--- src/rtl/mux4_rr_sched_if.sv ---
// Bus bundle between the four producers, the round-robin scheduler and the
// single downstream consumer.
//
// Handshake: y_valid/y is offered by the scheduler; a beat moves on every
// rising clk edge where y_valid && y_ready are both high. While y_valid is
// high and y_ready is low, the beat is held stable (sel and gnt do not move)
// as long as the granted producer keeps its data stable. y_ready may be
// driven without looking at y_valid; y_valid follows req of the granted
// producer combinationally and is never conditioned on y_ready.
interface mux4_rr_sched_if #(
    parameter int WIDTH = 8
);
    logic [3:0]       req;
    logic [WIDTH-1:0] a;
    logic [WIDTH-1:0] b;
    logic [WIDTH-1:0] c;
    logic [WIDTH-1:0] d;
    logic [3:0]       gnt;
    logic [1:0]       sel;
    logic [WIDTH-1:0] y;
    logic             y_valid;
    logic             y_ready;

    // Scheduler side.
    modport master (
        input  req,
        input  a,
        input  b,
        input  c,
        input  d,
        input  y_ready,
        output gnt,
        output sel,
        output y,
        output y_valid
    );

    // Producer/consumer side.
    modport slave (
        output req,
        output a,
        output b,
        output c,
        output d,
        output y_ready,
        input  gnt,
        input  sel,
        input  y,
        input  y_valid
    );
endinterface

--- src/rtl/mux4_rr_sched.sv ---
// mux4_rr_sched: round-robin scheduler sharing one 4:1 mux between four
// requesters (a, b, c, d) and presenting the selected data on a
// valid/ready output.
//
// Each tenure is capped at MAX_HOLD transferred beats, and every release is
// followed by exactly one idle cycle before the next grant. The round-robin
// pointer is the registered sel: the next search starts at sel+1.
//
// Optional build macro MUX4_RR_SCHED_LOCK_EN adds a 'lock' input; while it is
// high during a grant the MAX_HOLD cap is suspended and only a drop of the
// granted req ends the tenure.
//
// Debug outputs dbg_state (0 = IDLE, 1 = GRANT) and dbg_hold_cnt expose the
// FSM state and beat counter for checkers.
module mux4_rr_sched #(
    parameter int WIDTH    = 8,
    parameter int MAX_HOLD = 4
) (
    input  logic                       clk,
    input  logic                       rst_n,
`ifdef MUX4_RR_SCHED_LOCK_EN
    input  logic                       lock,
`endif
    mux4_rr_sched_if.master            bus,
    output logic                       dbg_state,
    output logic [$clog2(MAX_HOLD):0]  dbg_hold_cnt
);

    localparam int HW = $clog2(MAX_HOLD) + 1;

    typedef enum logic {
        IDLE  = 1'b0,
        GRANT = 1'b1
    } state_t;

    // Registered state.
    state_t          state_q;
    state_t          state_d;
    logic [3:0]      gnt_q;
    logic [3:0]      gnt_d;
    logic [1:0]      sel_q;
    logic [1:0]      sel_d;
    logic [HW-1:0]   hold_q;
    logic [HW-1:0]   hold_d;

    // Combinational helpers.
    logic [1:0]      winner;
    logic            winner_found;
    logic [1:0]      cand;
    logic [WIDTH-1:0] mux_data;
    logic            beat_valid;
    logic            xfer;
    logic            at_limit;
    logic            lock_active;

`ifdef MUX4_RR_SCHED_LOCK_EN
    assign lock_active = lock;
`else
    assign lock_active = 1'b0;
`endif

    // Round-robin search: first set req bit in order sel+1, sel+2, sel+3, sel.
    always_comb begin
        winner       = sel_q;
        winner_found = 1'b0;
        cand         = sel_q;
        for (int i = 1; i <= 4; i++) begin
            cand = sel_q + 2'(i);
            if (!winner_found && bus.req[cand]) begin
                winner       = cand;
                winner_found = 1'b1;
            end
        end
    end

    // The shared 4:1 data mux, steered only by the registered select.
    always_comb begin
        mux_data = '0;
        case (sel_q)
            2'd0:    mux_data = bus.a;
            2'd1:    mux_data = bus.b;
            2'd2:    mux_data = bus.c;
            default: mux_data = bus.d;
        endcase
    end

    // Output beat: valid tracks the granted req; data is forced to zero
    // whenever no beat is offered so idle cycles look clean downstream.
    always_comb begin
        beat_valid = 1'b0;
        bus.y      = '0;
        if (state_q == GRANT) begin
            beat_valid = bus.req[sel_q];
            if (beat_valid) begin
                bus.y = mux_data;
            end
        end
        bus.y_valid = beat_valid;
    end

    assign xfer     = beat_valid && bus.y_ready;
    // '>=' rather than '==' so a tenure that ran past the cap under lock
    // releases on the first beat after lock drops.
    assign at_limit = (hold_q >= HW'(MAX_HOLD - 1));

    // Next-state logic: arbitration in IDLE, beat counting and release in GRANT.
    always_comb begin
        state_d = state_q;
        gnt_d   = gnt_q;
        sel_d   = sel_q;
        hold_d  = hold_q;
        case (state_q)
            IDLE: begin
                if (bus.req != 4'b0000) begin
                    state_d = GRANT;
                    sel_d   = winner;
                    gnt_d   = 4'b0001 << winner;
                    hold_d  = '0;
                end
            end
            GRANT: begin
                if (!bus.req[sel_q] || (xfer && at_limit && !lock_active)) begin
                    // sel_q is kept: it is the pointer for the next search.
                    state_d = IDLE;
                    gnt_d   = 4'b0000;
                    hold_d  = '0;
                end else if (xfer && (hold_q != '1)) begin
                    // Saturate so a long locked tenure cannot wrap the counter.
                    hold_d = hold_q + HW'(1);
                end
            end
            default: begin
                state_d = IDLE;
                gnt_d   = 4'b0000;
                hold_d  = '0;
            end
        endcase
    end

    // State register; reset parks sel at 3 so requester 0 is searched first.
    always_ff @(posedge clk or negedge rst_n) begin
        if (!rst_n) begin
            state_q <= IDLE;
            gnt_q   <= 4'b0000;
            sel_q   <= 2'b11;
            hold_q  <= '0;
        end else begin
            state_q <= state_d;
            gnt_q   <= gnt_d;
            sel_q   <= sel_d;
            hold_q  <= hold_d;
        end
    end

    assign bus.gnt      = gnt_q;
    assign bus.sel      = sel_q;
    assign dbg_state    = state_q;
    assign dbg_hold_cnt = hold_q;

    // Structural invariants of the grant register.
    a_gnt_onehot0: assert property (@(posedge clk) disable iff (!rst_n)
        $onehot0(gnt_q));
    a_gnt_matches_state: assert property (@(posedge clk) disable iff (!rst_n)
        (state_q == IDLE) == (gnt_q == 4'b0000));
    a_gnt_matches_sel: assert property (@(posedge clk) disable iff (!rst_n)
        (state_q == GRANT) |-> (gnt_q == (4'b0001 << sel_q)));

endmodule

--- src/flat_wrapper.sv ---
// flat-port wrapper written by rule: the top's interface ports become plain ports
module mux4_rr_sched_flat 
#(
    parameter int WIDTH    = 8,
    parameter int MAX_HOLD = 4
)
  (clk, rst_n, dbg_state, dbg_hold_cnt, bus_req, bus_a, bus_b, bus_c, bus_d, bus_y_ready, bus_gnt, bus_sel, bus_y, bus_y_valid);
  mux4_rr_sched_if #(.WIDTH(WIDTH)) bus_i ();
  input  logic clk;
  input  logic rst_n;
  output logic dbg_state;
  output logic [$clog2(MAX_HOLD):0] dbg_hold_cnt;
  input wire logic [$bits(bus_i.req)-1:0] bus_req;
  input wire logic [$bits(bus_i.a)-1:0] bus_a;
  input wire logic [$bits(bus_i.b)-1:0] bus_b;
  input wire logic [$bits(bus_i.c)-1:0] bus_c;
  input wire logic [$bits(bus_i.d)-1:0] bus_d;
  input wire logic [$bits(bus_i.y_ready)-1:0] bus_y_ready;
  output wire logic [$bits(bus_i.gnt)-1:0] bus_gnt;
  output wire logic [$bits(bus_i.sel)-1:0] bus_sel;
  output wire logic [$bits(bus_i.y)-1:0] bus_y;
  output wire logic [$bits(bus_i.y_valid)-1:0] bus_y_valid;
  assign bus_i.req = bus_req;
  assign bus_i.a = bus_a;
  assign bus_i.b = bus_b;
  assign bus_i.c = bus_c;
  assign bus_i.d = bus_d;
  assign bus_i.y_ready = bus_y_ready;
  assign bus_gnt = bus_i.gnt;
  assign bus_sel = bus_i.sel;
  assign bus_y = bus_i.y;
  assign bus_y_valid = bus_i.y_valid;
  mux4_rr_sched #(.WIDTH(WIDTH), .MAX_HOLD(MAX_HOLD)) u_core (.clk(clk), .rst_n(rst_n), .bus(bus_i), .dbg_state(dbg_state), .dbg_hold_cnt(dbg_hold_cnt));
endmodule
--- config.mk ---
export PLATFORM = sky130hd
export DESIGN_NAME = mux4_rr_sched_flat
export DESIGN_NICKNAME = d
export VERILOG_FILES = /design/src/rtl/mux4_rr_sched_if.sv /design/src/rtl/mux4_rr_sched.sv /design/src/flat_wrapper.sv
export SDC_FILE = /design/constraint.sdc
export NUM_CORES = 1
export LEC_CHECK = 0
export BUFFER_PORTS_ARGS = -buffer_cell sky130_fd_sc_hd__buf_4
export CAP_MARGIN = 20
export CELL_PAD_IN_SITES_DETAIL_PLACEMENT = 0
export CELL_PAD_IN_SITES_GLOBAL_PLACEMENT = 1
export CORE_ASPECT_RATIO = 0.7
export CORE_UTILIZATION = 33
export DETAILED_ROUTE_END_ITERATION = 10
export PLACE_DENSITY = 0.95
export SYNTH_ARGS = -nofsm -noshare
export SYNTH_HDL_FRONTEND = slang
export SYNTH_SLANG_ARGS = --single-unit
--- constraint.sdc ---
create_clock -name clk -period 4.7 [get_ports clk]
set_input_delay 0.47 -clock clk [delete_from_list [all_inputs] [get_ports clk]]
set_output_delay 0.47 -clock clk [all_outputs]
set_load 0.01 [all_outputs]
==> results.md, run 1 <==
- Die ar.: 0.00341 mm^2
- Clock network latency to the later pin of the worst-skew pair: 0.24 ns
- Max FO, Critical Path: 16
- # diodes: 0
- RSZ-0062 raised after global routing: no
- Max-Cap Viols: 0
- Post-route core utilization: 0.529
- CP Data Arrival Time: 2.25 ns
- Fmax: 368 MHz
- DP Worst Slack: 2.10 ns
- Hold_ws: 0.0455 ns
- Finished Layout Cells: 216
- WL/cell: 13.9 um
- Most common cell after layout, fill and taps aside: buf_4
- # port buffers: 57
- Setup TNS: 0 ns
- Seq cells post-synth: 10
- Peak VDD IR: 333 uV
- Final wirelength: 3010 um
- Sequential Power Share: 0.192
- Initial antenna violation count: 0
- Post-DRT Antenna Nets: 0
- Nets: 227
- Gate Count Post-Synth: 127
- Synth Warn #: 0
- Number of top-level pins: 58
- P_sw: 427 uW
- Post-synthesis sequential area ratio: 0.241
- GRT Overall Usage: 0.172
- Worst-path clk slew: 0.05 ns
- Logic pwr share: 0.689
- Vias per inst: 5.51
- Least-Margin Pin Slew: 0.488 ns
- Vias in the first global route: 1060
- # DRC: 0
- Syn_area_per_cell: 8.27 um^2
- Power density over the cells: 599 mW/mm^2
- FF-to-FF path depth: 6
- H-tree depth: 1
- Final period util: 0.578
- Count of final setup violators: 0
- Die Y: 49.2 um
- Startpoint types: flip-flop
- Outcome: complete, no violations
- Post-CTS setup buffer count: 0
- Layout cells sized above 1: 0.400
- Number of CTS-inserted buffers: 3
- CTS Root Cell: clkbuf_8
- DP Wirelength: 2310 um
- Synth cell types: 33
- Vias: 1190
- Area delta synth->final: 46.2%
- Register-to-register setup slack: 2.12 ns
- Core area: 0.00290 mm^2
- RR Startpoint: u_core.bus.sel[0]
- Clk network pwr share: 0.119
- Post-CTS Resized: 0
- Clk buf depth: 2
- Slew Limit Headroom: 0.674
- Die Wd: 69.4 um
- CTS tree: done
- Largest net degree at the start of global routing: 17
- Worst Slack Setup Final: 1.98 ns
- CTS sink cnt: 10
- Int Pwr: 493 uW
- Mapped cell area: 0.00105 mm^2
- Cts hold-fix bufs: 0
- Fillers: 272
- Post-layout min period: 2.72 ns
- GRT overflow: 0
- First-pass iteration count of the detailed router: 4
- R2r endpoint: u_core.bus.gnt[3]
- CP Capture Type: primary output
- Crit path kind: reg -> out
- Net Sw Frac: 0.465
- First-pass GRT wire length: 4730 um
- Worst Skew: 0.00381 ns
- Placed instance count: 212
- GP Congestion: 0.922
- Initial core utilization: 0.362
- Mapped Nets: 173
- Most frequent cells in the layout: buf_4, nor2_1, nand2_1, a21oi_1
- Static leakage: 0.750 nW
- Iteration-0 DRC Markers: 76
- Hold Fails Final Rpt: 0
- Rows: 16
- Max Slew Vio Count: 0
- Data required, critical path: 4.23 ns
- HP Class: in -> async
==> layer usage <==
layer | track usage | up-vias | part of all wire
met5 | 0 | - | 0
met4 | 0.0204 | 0 | 0.0033
met3 | 0.0537 | 2 | 0.097
met2 | 0.298 | 63 | 0.46
met1 | 0.218 | 546 | 0.44
li1 | - | 579 | -
==> Yosys cell counts <==
library cell / instances / area [um^2]
clkbuf_1: 5 / 18.8
a222oi_1: 8 / 80.1
nor2_1: 23 / 86.3
o22ai_1: 1 / 6.26
nand2b_1: 1 / 6.26
a32o_1: 1 / 10.0
a22oi_1: 3 / 22.5
nor2b_1: 4 / 25.0
o21ai_0: 8 / 40.0
dfstp_2: 2 / 52.6
a21oi_1: 11 / 55.1
nand3_1: 1 / 5.00
nor4_1: 1 / 6.26
o211ai_1: 1 / 7.51
nand2_1: 13 / 48.8
o22ai_2: 1 / 12.5
a311oi_1: 1 / 8.76
buf_6: 1 / 11.3
nor4b_2: 1 / 15.0
mux2i_1: 5 / 50.1
mux2_2: 1 / 11.3
dfrtp_1: 8 / 200
inv_1: 6 / 22.5
o21a_1: 2 / 15.0
buf_4: 1 / 7.51
buf_2: 1 / 5.00
mux4_2: 2 / 45.0
ha_1: 7 / 87.6
o31ai_2: 2 / 25.0
or2_2: 1 / 6.26
a211oi_1: 2 / 15.0
mux4_1: 1 / 26.3
mux2_4: 1 / 15.0
==> power by group through the flow <==
stage,registers [mW],clock network (mW),logic (mW)
after floorplan,0.162,0,0.462
after global placement,0.174,0,0.623
after detailed placement,0.178,0,0.633
after CTS,0.177,0.111,0.637
after global routing,0.184,0.116,0.701
final,0.177,0.109,0.634
==> cell families after synthesis <==
kind of cell | synth area share
AND/OR/NAND/NOR | 0.190
AO/OA/AOI/OAI | 0.284
buffers and inverters | 0.0620
multiplexers | 0.141
flip-flops | 0.241
adder cells (fa/ha/maj) | 0.0834
==> sequential cells by signal, indices dropped and copies added, names as in the netlist <==
register             cells
u_core.dbg_hold_cnt      3
u_core.dbg_state         1
u_core.bus.sel           2
u_core.bus.gnt           4
==> worst max path at each step <==
| stage | start | end |
|---|---|---|
| finish | u_core.bus.sel[0] | bus_y[3] |
| global route | u_core.bus.sel[0] | bus_y[3] |
| CTS | u_core.bus.sel[0] | bus_y[3] |
| detailed placement | u_core.bus.sel[0] | u_core.bus.gnt[3] |
| global placement | u_core.bus.sel[0] | u_core.bus.gnt[3] |
| floorplan | u_core.bus.sel[0] | u_core.bus.gnt[3] |
==> stage by stage <==
| stage | area, um^2 | power [mW] |
|---|---|---|
| 2_1_floorplan | 1050 | 0.624 |
| 3_3_place_gp | 1480 | 0.798 |
| 3_5_place_dp | 1480 | 0.811 |
| 4_1_cts | 1540 | 0.925 |
| 5_1_grt | 1540 | 1.00 |
| 6_report | 1540 | 0.920 |
==> final cells by class <==
class | instances | area [um^2] | share of cell area
clock buffers | 4 | 55.1 | 0.0359
inverters | 6 | 22.5 | 0.0147
multi-input cells | 103 | 732 | 0.477
repair buffers | 57 | 428 | 0.279
flip-flops and latches | 10 | 253 | 0.165
well taps | 36 | 45.0 | 0.0293
==> worst max-delay path: stages, from the launching register on <==
cell	delay, ns
dfstp_2	0.73
inv_1	0.15
ha_1	0.32
a222oi_1	0.36
nor2_1	0.10
a21oi_1	0.14
nor2_1	0.05
buf_4	0.15
(Power assumes the default switching activity.)
==> run 2: changes to the inputs <==
- CORE_UTILIZATION: 33 -> 28
- PLACE_DENSITY: 0.95 -> 0.87
- clock period: 4.7 -> 2.2 ns (I/O delays scaled with it)
==> run 2 against run 1 <==
Compared with the run above: non-clock buffer count rose by 5; register-to-register slack got worse by 2.0 ns; final cell count rose by 8.8%; die area rose by 17%; count of clock-buffer cells in the layout did not move; critical path depth fell by 2; sequential share of layout area fell by 1.3 points; core utilization fell by 6.0 points.
==> results.md, run 2 (synthesis gave the netlist of run 1 again) <==
- Outcome: complete, no violations (unchanged)
- Sequential Power Share: 0.143 (was 0.192)
- Worst path max stage delay: 0.63 ns (was 0.73 ns)
- Worst-path clk slew: 0.05 ns (about the same)
- CP delay by family, top: multiplexers (was flip-flops)
- Crit path kind: reg -> reg (was reg -> out)
- Largest net degree at the start of global routing: 16 (was 17)
- Max Slew Vio Count: 0 (unchanged)
- Clk buf depth: 2 (unchanged)
- Final period util: 0.966
- Fillers: 357 (was 272)
- HP Class: in -> async (unchanged)
- WL/cell: 13.9 um (about the same)
- Max FFs per register: 4 (unchanged)
- Rows: 18 (was 16)
- First-pass iteration count of the detailed router: 5 (was 4)
- CP Capture Type: flip-flop (was primary output)
- Die Y: 53.2 um (was 49.2 um)
- Post-DRT Antenna Nets: 0 (unchanged)
- Data required, critical path: 2.30 ns (was 4.23 ns)
- Clock network latency to the later pin of the worst-skew pair: 0.24 ns (about the same)
- H-tree depth: 1 (unchanged)
- Initial antenna violation count: 0 (unchanged)
- Nets: 232 (was 227)
- GP Congestion: 0.778 (was 0.922)
- Hold_ws: 0.341 ns (was 0.0455 ns)
- Count of final setup violators: 0 (unchanged)
- Post-route core utilization: 0.469 (was 0.529)
- Core area: 0.00356 mm^2 (was 0.00290 mm^2)
- Worst-path cell chain: buf_12, mux4_1, a21oi_4, mux2i_2, a22oi_1 (was inv_1, ha_1, a222oi_1, nor2_1, a21oi_1, nor2_1, buf_4)
- Peak VDD IR: 608 uV (was 333 uV)
- Finished Layout Cells: 235 (was 216)
- Vias: 1220 (was 1190)
- CTS sink cnt: 10 (unchanged)
- First-pass GRT wire length: 4860 um (was 4730 um)
- Hold Fails Final Rpt: 0 (unchanged)
- Iteration-0 DRC Markers: 68 (was 76)
- P_sw: 1.02 mW (was 427 uW)
- Worst Skew: 0.00184 ns (was 0.00381 ns)
- GRT Overall Usage: 0.163 (was 0.172)
- Net Sw Frac: 0.458 (was 0.465)
- Vias per inst: 5.19 (was 5.51)
- Max-Cap Viols: 0 (unchanged)
- # DRC: 0 (unchanged)
- RSZ-0062 raised after global routing: yes (was no)
- Most common cell after layout, fill and taps aside: buf_4 (unchanged)
- Fmax: 471 MHz
- Vias in the first global route: 1064 (was 1060)
- Startpoint types: flip-flop (unchanged)
- Least-Margin Pin Slew: 0.420 ns (was 0.488 ns)
- Final wirelength: 3270 um (was 3010 um)
- Number of CTS-inserted buffers: 3 (unchanged)
- Reg area: 253 um^2 (unchanged)
- Area delta synth->final: 58.9% (was 46.2%)
- Max FO, Critical Path: 15 (was 16)
- CTS Root Cell: clkbuf_8 (unchanged)
- CP Data Arrival Time: 2.22 ns (was 2.25 ns)
- Slew Limit Headroom: 0.717 (was 0.674)
- Number of top-level pins: 58 (unchanged)
- Initial core utilization: 0.295 (was 0.362)
- Logic pwr share: 0.754 (was 0.689)
- Layout cells sized above 1: 0.476 (was 0.400)
- Worst Path Buf+Inv: 1 (was 2)
- # port buffers: 57 (unchanged)
- Power density over the cells: 1340 mW/mm^2 (was 599 mW/mm^2)
- DP Wirelength: 2580 um (was 2310 um)
- # diodes: 0 (unchanged)
- GRT overflow: 0 (unchanged)
- Post-layout min period: 2.12 ns
- Multi-input gate area: 795 um^2 (was 732 um^2)
- Static leakage: 0.777 nW (was 0.750 nW)
- Placed instance count: 230 (was 212)
- Die Wd: 75.2 um (was 69.4 um)
- CTS tree: done (unchanged)
- Clk network pwr share: 0.104 (was 0.119)
- Int Pwr: 1.21 mW (was 493 uW)
- CP max-delay cell: mux4_1 (was dfstp_2)
- Most frequent cells in the layout: buf_4, nor2_1, nand2_1, a21oi_1 (unchanged)
- Die ar.: 0.00400 mm^2 (was 0.00341 mm^2)
==> run 2: cell types whose count changed in the layout (fill, tap and decap cells not counted), sizes merged <==
cell         delta
buf             +4
dlygate4sd3     +1
==> run 2: worst paths after layout <==
check / start / to / slack [ns] / cells past startpoint
max in group asynchronous: rst_n / u_core.bus.sel[0] / 1.64 / 2
worst max-delay path: u_core.bus.sel[0] / u_core.bus.gnt[2] / 0.08 / 5
worst max register to register: u_core.bus.sel[0] / u_core.bus.gnt[2] / 0.08 / 5
min in group clk: bus_y_ready / u_core.dbg_hold_cnt[2] / 0.45 / 5
worst min-delay path: rst_n / u_core.bus.gnt[0] / 0.34 / 2
worst min register to register: u_core.bus.gnt[0] / u_core.bus.gnt[0] / 0.53 / 2
==> run 2: area by class of cell <==
type	instances	area share
Sequential cell	10	0.152
Clock buffer	4	0.0330
Tap cell	50	0.0375
Inverter	6	0.0135
Multi-Input combinational cell	103	0.476
Timing Repair Buffer	62	0.288
==> run 2: per-layer routing <==
layer	wire [um]	track usage	part of all wire	vias to the layer above
met5	0	0	0	-
met4	0	0.0185	0	0
met3	417	0.0514	0.13	0
met2	1490	0.288	0.45	65
met1	1360	0.200	0.42	565
li1	-	-	-	590
==> run 2: metrics by stage <==
step / area [um^2] / setup WS, ns / power, mW / TNS [ns]
after floorplan: 1070 / 0.00442 / 1.38 / 0
after global placement: 1560 / 0.132 / 1.87 / 0
after detailed placement: 1560 / 0.0461 / 1.89 / 0
after CTS: 1620 / 0.0234 / 2.14 / 0
after global routing: 1670 / -0.00686 / 2.41 / -0.00686
final: 1670 / 0.0754 / 2.23 / 0
==> run 2: timing repair <==
| action | in CTS | in global routing |
|---|---|---|
| cloned | 0 | 0 |
| pin swaps | 0 | 3 |
| endpoints found under the hold margin | 8 | 0 |
| buffers inserted | 0 | 0 |
| hold buffers | 1 | 0 |
| setup endpoints to repair | 9 | 12 |
| gates resized for setup | 1 | 11 |
==> run 2: power groups by stage <==
stage	Combinational, mW	Sequential, mW	Clock [mW]
global route	1.84	0.327	0.248
CTS	1.59	0.315	0.236
finish	1.68	0.318	0.232
global placement	1.56	0.313	0
detailed placement	1.58	0.314	0
floorplan	1.03	0.347	0
==> run 3: changes to the inputs <==
- CELL_PAD_IN_SITES_DETAIL_PLACEMENT: 0 -> not set
- CELL_PAD_IN_SITES_GLOBAL_PLACEMENT: 1 -> not set
- CORE_UTILIZATION: 28 -> 40
- PLACE_DENSITY: 0.87 -> 0.86
==> run 3 against run 2 <==
Compared with the run above: highest routed layer is now met4; core utilization is 24 points higher; first-iteration DRC count is 72% higher; sequential cell count stayed put; maximum frequency is 4.4% lower; combinational power is 22% higher; clock skew hardly changed; critical path type is now reg -> out; the run now ends with negative setup slack left; hold slack better by 0.0064 ns; largest cell class unchanged; die area is 29% lower; routed wire length is 20% higher; final cell count is 3.4% lower; global-route usage is 9.9 points higher; count of clock-buffer cells in the layout is 1 lower.
==> results.md, run 3 (synthesis gave the netlist of run 1 again) <==
- Outcome: finished with violations (was complete, no violations)
- Failing checks: negative setup slack
- Layout cells sized above 1: 0.528 (was 0.476)
- # diodes: 0 (unchanged)
- Critical path's most frequent cell: nor2_1
- RSZ-0062 raised after global routing: yes (unchanged)
- DP Wirelength: 2780 um (was 2580 um)
- Power density over the cells: 1460 mW/mm^2 (was 1340 mW/mm^2)
- CTS Root Cell: clkbuf_8 (unchanged)
- Fmax: 450 MHz (was 471 MHz)
- Peak VDD IR: 851 uV (was 608 uV)
- Worst-path cell chain: inv_4, ha_4, a222oi_1, nor2_1, a21oi_1, nor2_1, buf_4 (was buf_12, mux4_1, a21oi_4, mux2i_2, a22oi_1)
- Count of final setup violators: 4 (was 0)
- Final period util: 1.01 (was 0.966)
- Power, Total: 2.56 mW (was 2.23 mW)
- Final wirelength: 3930 um (was 3270 um)
- Area delta synth->final: 66.6% (was 58.9%)
- GRT overflow: 0 (unchanged)
- Vias in the first global route: 1142 (was 1064)
- Data required, critical path: 1.98 ns (was 2.30 ns)
- Max Slew Vio Count: 0 (unchanged)
- Vias per inst: 5.74 (was 5.19)
- Hold Fails Final Rpt: 0 (unchanged)
- Core area: 0.00248 mm^2 (was 0.00356 mm^2)
- GRT Overall Usage: 0.263 (was 0.163)
- GP Congestion: 0.911 (was 0.778)
- Rows: 15 (was 18)
- Largest net degree at the start of global routing: 17 (was 16)
- Most frequent cells in the layout: buf_4, nor2_1, nand2_1, a21oi_1 (unchanged)
- Worst Skew: 0.00203 ns (was 0.00184 ns)
- Post-DRT Antenna Nets: 0 (unchanged)
- # DRC: 0 (unchanged)
- Die ar.: 0.00284 mm^2 (was 0.00400 mm^2)
- First-pass iteration count of the detailed router: 4 (was 5)
- Max-Cap Viols: 0 (unchanged)
- Worst-path clk slew: 0.05 ns (about the same)
- Crit path kind: reg -> out (was reg -> reg)
- Clk buf depth: 2 (unchanged)
- WL/cell: 17.3 um (was 13.9 um)
- Least-Margin Pin Slew: 0.538 ns (was 0.420 ns)
- Clock network latency to the later pin of the worst-skew pair: 0.24 ns (about the same)
- Iteration-0 DRC Markers: 117 (was 68)
- Number of CTS-inserted buffers: 3 (unchanged)
- Nets: 241 (was 232)
- Worst path max stage delay: 0.57 ns (was 0.63 ns)
- Post-layout min period: 2.22 ns (was 2.12 ns)
- Max FO, Critical Path: 7 (was 15)
- Max FFs per register: 4 (unchanged)
- CP max-delay cell: dfstp_2 (was mux4_1)
- Die Wd: 63.2 um (was 75.2 um)
- Finished Layout Cells: 227 (was 235)
- CP Capture Type: primary output (was flip-flop)
- Placed instance count: 213 (was 230)
- Post-route core utilization: 0.706 (was 0.469)
- Number of top-level pins: 58 (unchanged)
- Initial antenna violation count: 0 (unchanged)
- Slew Limit Headroom: 0.639 (was 0.717)
- DP Worst Slack: -0.0219 ns (was 0.0461 ns)
- CTS tree: done (unchanged)
- HP Class: in -> async (unchanged)
- Static leakage: 0.807 nW (was 0.777 nW)
- Initial core utilization: 0.424 (was 0.295)
- CTS sink cnt: 10 (unchanged)
- Die Y: 44.9 um (was 53.2 um)
- CP Data Arrival Time: 2.00 ns (was 2.22 ns)
- Worst Slack Setup Final: -0.0234 ns (was 0.0754 ns)
- # port buffers: 57 (unchanged)
- H-tree depth: 1 (unchanged)
- First-pass GRT wire length: 5530 um (was 4860 um)
- Vias: 1304 (was 1220)
- Most common cell after layout, fill and taps aside: buf_4 (unchanged)
- Startpoint types: flip-flop (unchanged)
-- run 3: cell count changes in the layout (fill, tap and decap cells not counted), sizes merged --
cell and change:
buf +9, clkbuf -1
-- run 3: cell type report --
class	count	area, um^2
Tap cell	34	42.5
Fill cell	202	728
Multi-Input combinational cell	103	848
Clock buffer	3	41.3
Inverter	6	25.0
Sequential cell	10	253
Timing Repair Buffer	71	539
-- run 3: path summary, 6_finish.rpt --
check | startpoint | end | slack (ns) | cells after the start
setup / recovery | u_core.bus.sel[0] | bus_y[3] | -0.02 | 7
hold / removal | rst_n | u_core.dbg_state | 0.35 | 2
setup reg to reg | u_core.bus.sel[0] | u_core.bus.gnt[1] | 0.02 | 7
hold reg to reg | u_core.bus.gnt[0] | u_core.bus.gnt[0] | 0.49 | 2
max in group asynchronous | rst_n | u_core.bus.sel[0] | 1.63 | 2
min in group clk | bus_y_ready | u_core.dbg_hold_cnt[2] | 0.44 | 5
-- run 3: metrics by stage --
step	TNS [ns]	area, um^2	hold slack (ns)
floorplan	0	1070	-0.0756
global placement	0	1520	0.0521
detailed placement	-0.0384	1520	0.0548
CTS	-0.00320	1630	0.359
global route	-0.598	1750	0.372
finish	-0.0553	1750	0.347
-- run 3: what timing repair did --
item | in CTS | in global routing
hold buffers | 1 | 0
endpoints found under the hold margin | 8 | 0
setup buffers | 4 | 6
endpoints found under the setup margin | 12 | 14
cloned | 0 | 0
gates resized for setup | 7 | 18
pin swaps | 3 | 19
-- run 3: metal layers --
layer / part of all wire / global-route usage / wire [um] / vias to the layer above
met4: 0.028 / 0.0909 / 110 / 0
met5: 0 / 0 / 0 / -
met2: 0.50 / 0.443 / 1970 / 55
li1: - / - / - / 607
met3: 0.046 / 0.0530 / 182 / 14
met1: 0.42 / 0.343 / 1670 / 628
-- run 3: report_power, final --
part,leakage (nW),internal [mW],switching (mW),total [mW]
sequential,0.127,0.260,0.0612,0.321
clock,0.0216,0.120,0.0710,0.191
combinational,0.658,0.973,1.08,2.05
-- run 3: critical path, delay by kind of cell, from the launching register on --
family,cells,cell delay [ns]
AO/OA/AOI/OAI,2,0.64
adder cells (fa/ha/maj),1,0.18
buffers and inverters,2,0.20
flip-flops,1,0.57
AND/OR/NAND/NOR,2,0.17
